==> src/rtl/fifo_fwft_level.sv <==
// First-word-fall-through FIFO with occupancy count, almost-full/empty levels,
// sticky overflow/underflow flags and synchronous flush. Any DEPTH >= 2.
module fifo_fwft_level #(
    parameter int WIDTH    = 8,
    parameter int DEPTH    = 8,
    parameter int AF_LEVEL = DEPTH - 2,
    parameter int AE_LEVEL = 2,
    localparam int CNT_W   = $clog2(DEPTH + 1),
    localparam int ADDR_W  = $clog2(DEPTH)
) (
    input  logic             ck,
    input  logic             reset,
    input  logic             flush,
    input  logic             write,
    input  logic             read,
    input  logic [WIDTH-1:0] datain,
    output logic [WIDTH-1:0] dataout,
    output logic             full,
    output logic             empty,
    output logic             almost_full,
    output logic             almost_empty,
    output logic [CNT_W-1:0] count,
    output logic             overflow,
    output logic             underflow
);

    localparam logic [CNT_W-1:0]  CNT_DEPTH = CNT_W'(DEPTH);
    localparam logic [CNT_W-1:0]  CNT_AF    = CNT_W'(AF_LEVEL);
    localparam logic [CNT_W-1:0]  CNT_AE    = CNT_W'(AE_LEVEL);
    localparam logic [ADDR_W-1:0] PTR_LAST  = ADDR_W'(DEPTH - 1);

    logic [WIDTH-1:0]  mem [DEPTH];
    logic [ADDR_W-1:0] rd_ptr;
    logic [ADDR_W-1:0] wr_ptr;
    logic [ADDR_W-1:0] rd_nxt;
    logic [ADDR_W-1:0] wr_nxt;
    logic [CNT_W-1:0]  count_nxt;
    logic [WIDTH-1:0]  dout_nxt;
    logic              rd_ok;
    logic              wr_ok;

    assign full         = (count == CNT_DEPTH);
    assign empty        = (count == '0);
    assign almost_full  = (count >= CNT_AF);
    assign almost_empty = (count <= CNT_AE);

    always_comb begin
        rd_ok     = read && !empty;
        wr_ok     = write && (!full || rd_ok);
        rd_nxt    = (rd_ptr == PTR_LAST) ? '0 : rd_ptr + 1'b1;
        wr_nxt    = (wr_ptr == PTR_LAST) ? '0 : wr_ptr + 1'b1;
        count_nxt = count + CNT_W'(wr_ok) - CNT_W'(rd_ok);
        dout_nxt  = dataout;
        // Incoming word becomes head when the queue is (or is about to be) empty
        if (wr_ok && (empty || (count == CNT_W'(1) && rd_ok)))
            dout_nxt = datain;
        else if (rd_ok && count > CNT_W'(1))
            dout_nxt = mem[rd_nxt];
    end

    always_ff @(posedge ck) begin
        if (wr_ok && !flush)
            mem[wr_ptr] <= datain;
    end

    always_ff @(posedge ck or posedge reset) begin
        if (reset) begin
            rd_ptr    <= '0;
            wr_ptr    <= '0;
            count     <= '0;
            dataout   <= '0;
            overflow  <= 1'b0;
            underflow <= 1'b0;
        end else if (flush) begin
            rd_ptr    <= '0;
            wr_ptr    <= '0;
            count     <= '0;
            dataout   <= '0;
            overflow  <= 1'b0;
            underflow <= 1'b0;
        end else begin
            if (rd_ok)
                rd_ptr <= rd_nxt;
            if (wr_ok)
                wr_ptr <= wr_nxt;
            count   <= count_nxt;
            dataout <= dout_nxt;
            if (write && !wr_ok)
                overflow <= 1'b1;
            if (read && empty)
                underflow <= 1'b1;
        end
    end

endmodule
==> config.mk <==
export PLATFORM = sky130hd
export DESIGN_NAME = fifo_fwft_level
export DESIGN_NICKNAME = d
export VERILOG_FILES = /design/src/rtl/fifo_fwft_level.sv
export SDC_FILE = /design/constraint.sdc
export NUM_CORES = 1
export LEC_CHECK = 0
export CORE_ASPECT_RATIO = 0.8
export CORE_MARGIN = 3
export CORE_UTILIZATION = 45
export CTS_CLUSTER_SIZE = 12
export DETAILED_ROUTE_END_ITERATION = 16
export PLACE_DENSITY = 0.67
export SYNTH_ARGS = -nofsm -noshare
export SYNTH_HDL_FRONTEND = slang
export SYNTH_SLANG_ARGS = --single-unit
==> constraint.sdc <==
create_clock -name ck -period 2.4 [get_ports ck]
set_input_delay 0.24 -clock ck [delete_from_list [all_inputs] [get_ports ck]]
set_output_delay 0.24 -clock ck [all_outputs]
set_load 0.02 [all_outputs]
==> reports/qor.txt <==
Dpl hpwl: 5945 µm
Hold WC Path Type: in -> async
Maximum vdd drop: 0.5150 mV
Final WL: 8207 µm
Port Buffers: 30
CORE AREA: 8055 µm²
Gr ovfl total: 0
Crit. End Element: output pin
Total Power: 4.696 mW
Synthesized net count: 282
Final net count: 343
Ys Warns: 0
Synth unique cells: 45
Clock Latency Late Sink: 0.35 ns
Ant diodes: 0
TNS Setup: 0 ns
Most frequent cells in the layout: 64 x edfxtp_1, 32 x buf_4, 28 x clkdlybuf4s50_1
CTS tree: built
Setup bufs post-CTS: 0
Setup crit start kind: flop
Mean Syn Cell Area: 14.71 µm²
Starting Density: 0.4692
Critical Path Fanout Max: 5
Slew HR: 0.4886
RSZ-0062 raised after global routing: no
Synth Area in Compound Gates: 0.1225
Area Overhead vs Synth: 21.28%
Actual slew at the worst max-slew pin: 0.7663 ns
TritonCTS buffer count: 9
Boundary Pins: 31
Reg clk slew, reported paths: 0.09 ns
Fmax: 443.7 MHz
Synth Register Bits: 84
WP data required: 2.16 ns
Die height: 87.98 µm
Tcrit/Tclk final: 0.9391
Antenna Violating Nets Remaining: 0
Num rows: 29
Initial antenna violation count: 0
Max-cap violations: 0
Mapped Cells: 257
Die footprint: 9542 µm²
Cts-stage hold buffer count: 0
Final worst setup slack: 0.1462 ns
Wire length per cell: 19.04 µm
Drc violations: 0
Drt pass-1 iters: 4
Routed via count: 2365
GP Congestion: 0.8604
Clock net sink count: 84
Vias/cell: 5.487
Post-synthesis mux area share: 0.05561
Synth Area in Adders: 0.04171
Initial drt markers: 172
Post-Synth Simple-Gate Area: 0.1033
Status: finished, final reports clean
Global-route wire length before repair: 12820 µm
Kind of critical path: reg -> out
H-tree level count: 3
# setup viols final: 0
Post-CTS sizing: 1
Final Hold Fails: 0
Clock tree buffer depth: 2
Worst-case clock skew: 0.008815 ns
Critical path arrival: 2.01 ns
R2R depth: 9
Synth Area in XOR/XNOR: 0.006951
Final min period: 2.254 ns
Slew Limit Fails: 0
Synthesized area: 3780 µm²
Power per standard cell area: 1024 nW/µm²
Largest net degree at the start of global routing: 21
Total global-route track usage: 0.1843
Share of layout cells above drive strength 1: 0.1950
Main combinational cell family by area after synthesis: compound AO/OA/AOI/OAI gates
P_leak: 1.830 nW
Die Wd: 108.5 µm
Pre-CTS setup slack: 0.1065 ns
Sequential element share of the synthesized area: 0.6408
CTS Root Cell: clkbuf_8
Most common cell after layout, fill and taps aside: edfxtp_1
Vias in the first global route: 2303
==> metrics by stage <==
| stage | hold slack [ns] | util | instance area, µm² | std cells |
|---|---|---|---|---|
| detailed placement | 0.4901 | 0.5424 | 4369 | 415 |
| global route | 0.4084 | 0.5691 | 4584 | 431 |
| finish | 0.3189 | 0.5691 | 4584 | 431 |
| global placement | 0.4783 | 0.5424 | 4369 | 415 |
| CTS | 0.3520 | 0.5685 | 4579 | 431 |
| floorplan | 0.2038 | - | 3785 | 257 |
==> power by group <==
part | internal (mW) | switching [mW] | leakage [nW]
Clock | 0.499 | 0.547 | 0.102
Combinational | 0.836 | 1.01 | 0.882
Sequential | 1.72 | 0.0889 | 0.846
Total | 3.05 | 1.65 | 1.83
==> sequential cells by signal (all words and copies together), names as in the netlist <==
register   cells
mem           64
dataout        8
count          4
rd_ptr         3
wr_ptr         3
overflow       1
underflow      1
==> critical path, stage by stage, from the launching register on <==
cell	delay (ns)
dfrtp_1	0.42
inv_1	0.14
ha_2	0.27
nand2_1	0.08
a32o_1	0.21
clkdlybuf4s50_1	0.53
==> area by class of cell <==
cell class | instances | area [µm²]
multi-input cells | 156 | 1255
clock inverters | 7 | 83.83
inverters | 5 | 18.77
clock buffers | 9 | 123.9
repair buffers | 62 | 545.5
well taps | 108 | 135.1
fillers | 664 | 3471
flip-flops and latches | 84 | 2422
==> cell usage after synthesis <==
master | instances | area share
nand4b_4 | 1 | 0.0063
o31ai_4 | 1 | 0.0056
a32oi_1 | 8 | 0.019
a31oi_1 | 2 | 0.0033
nor2_1 | 18 | 0.018
buf_2 | 1 | 0.0013
fa_1 | 1 | 0.0053
a2111oi_4 | 1 | 0.0073
buf_6 | 4 | 0.012
nor3_2 | 1 | 0.0026
nor2b_2 | 1 | 0.0023
nand3b_4 | 1 | 0.0053
nor2b_1 | 4 | 0.0066
mux2i_1 | 21 | 0.056
a21oi_1 | 3 | 0.0040
and2_1 | 8 | 0.013
buf_4 | 1 | 0.0020
o21a_1 | 8 | 0.016
clkbuf_1 | 3 | 0.0030
a221o_1 | 8 | 0.021
o21ai_0 | 1 | 0.0013
edfxtp_1 | 64 | 0.51
xor2_1 | 1 | 0.0023
a32o_1 | 1 | 0.0026
nand2b_2 | 2 | 0.0046
or3b_4 | 1 | 0.0030
nand2b_1 | 4 | 0.0066
dfrtp_1 | 20 | 0.13
nand2_1 | 21 | 0.021
a311oi_1 | 8 | 0.019
or3_1 | 1 | 0.0017
a21o_1 | 1 | 0.0020
ha_1 | 11 | 0.036
o21a_4 | 1 | 0.0040
or3b_1 | 1 | 0.0023
a211oi_1 | 8 | 0.016
nor2_8 | 1 | 0.0053
xnor2_1 | 2 | 0.0046
buf_1 | 2 | 0.0020
buf_8 | 1 | 0.0040
o21ai_2 | 1 | 0.0023
nor3_1 | 1 | 0.0013
inv_1 | 5 | 0.0050
or2_2 | 1 | 0.0017
or2_1 | 1 | 0.0017
==> cells by family (layout without fill, tap and decap cells) <==
group,after synthesis,count (layout)
flip-flops,84,84
AND/OR/NAND/NOR,68,68
AO/OA/AOI/OAI,52,52
multiplexers,21,21
buffers and inverters,17,83
adder cells (fa/ha/maj),12,12
XOR/XNOR,3,3
==> final timing paths <==
kind                          start            to  slack (ns)
setup reg to reg           count[2]      count[2]        0.16
setup / recovery           count[2]  almost_empty        0.15
hold / removal                reset      overflow        0.32
min in group ck            overflow      overflow        0.50
max in group asynchronous     reset      count[0]        1.60
hold reg to reg            overflow      overflow        0.50
==> per-layer routing <==
metal / share of wire / wire (µm) / vias up / GRT usage
met5: 0 / 0 / - / 0
met4: 0.0058 / 48 / 0 / 0.04472
met3: 0.073 / 598 / 8 / 0.04937
met2: 0.44 / 3601 / 94 / 0.2636
met1: 0.48 / 3959 / 1151 / 0.2800
li1: - / - / 1112 / -
(Power assumes the default switching activity.)
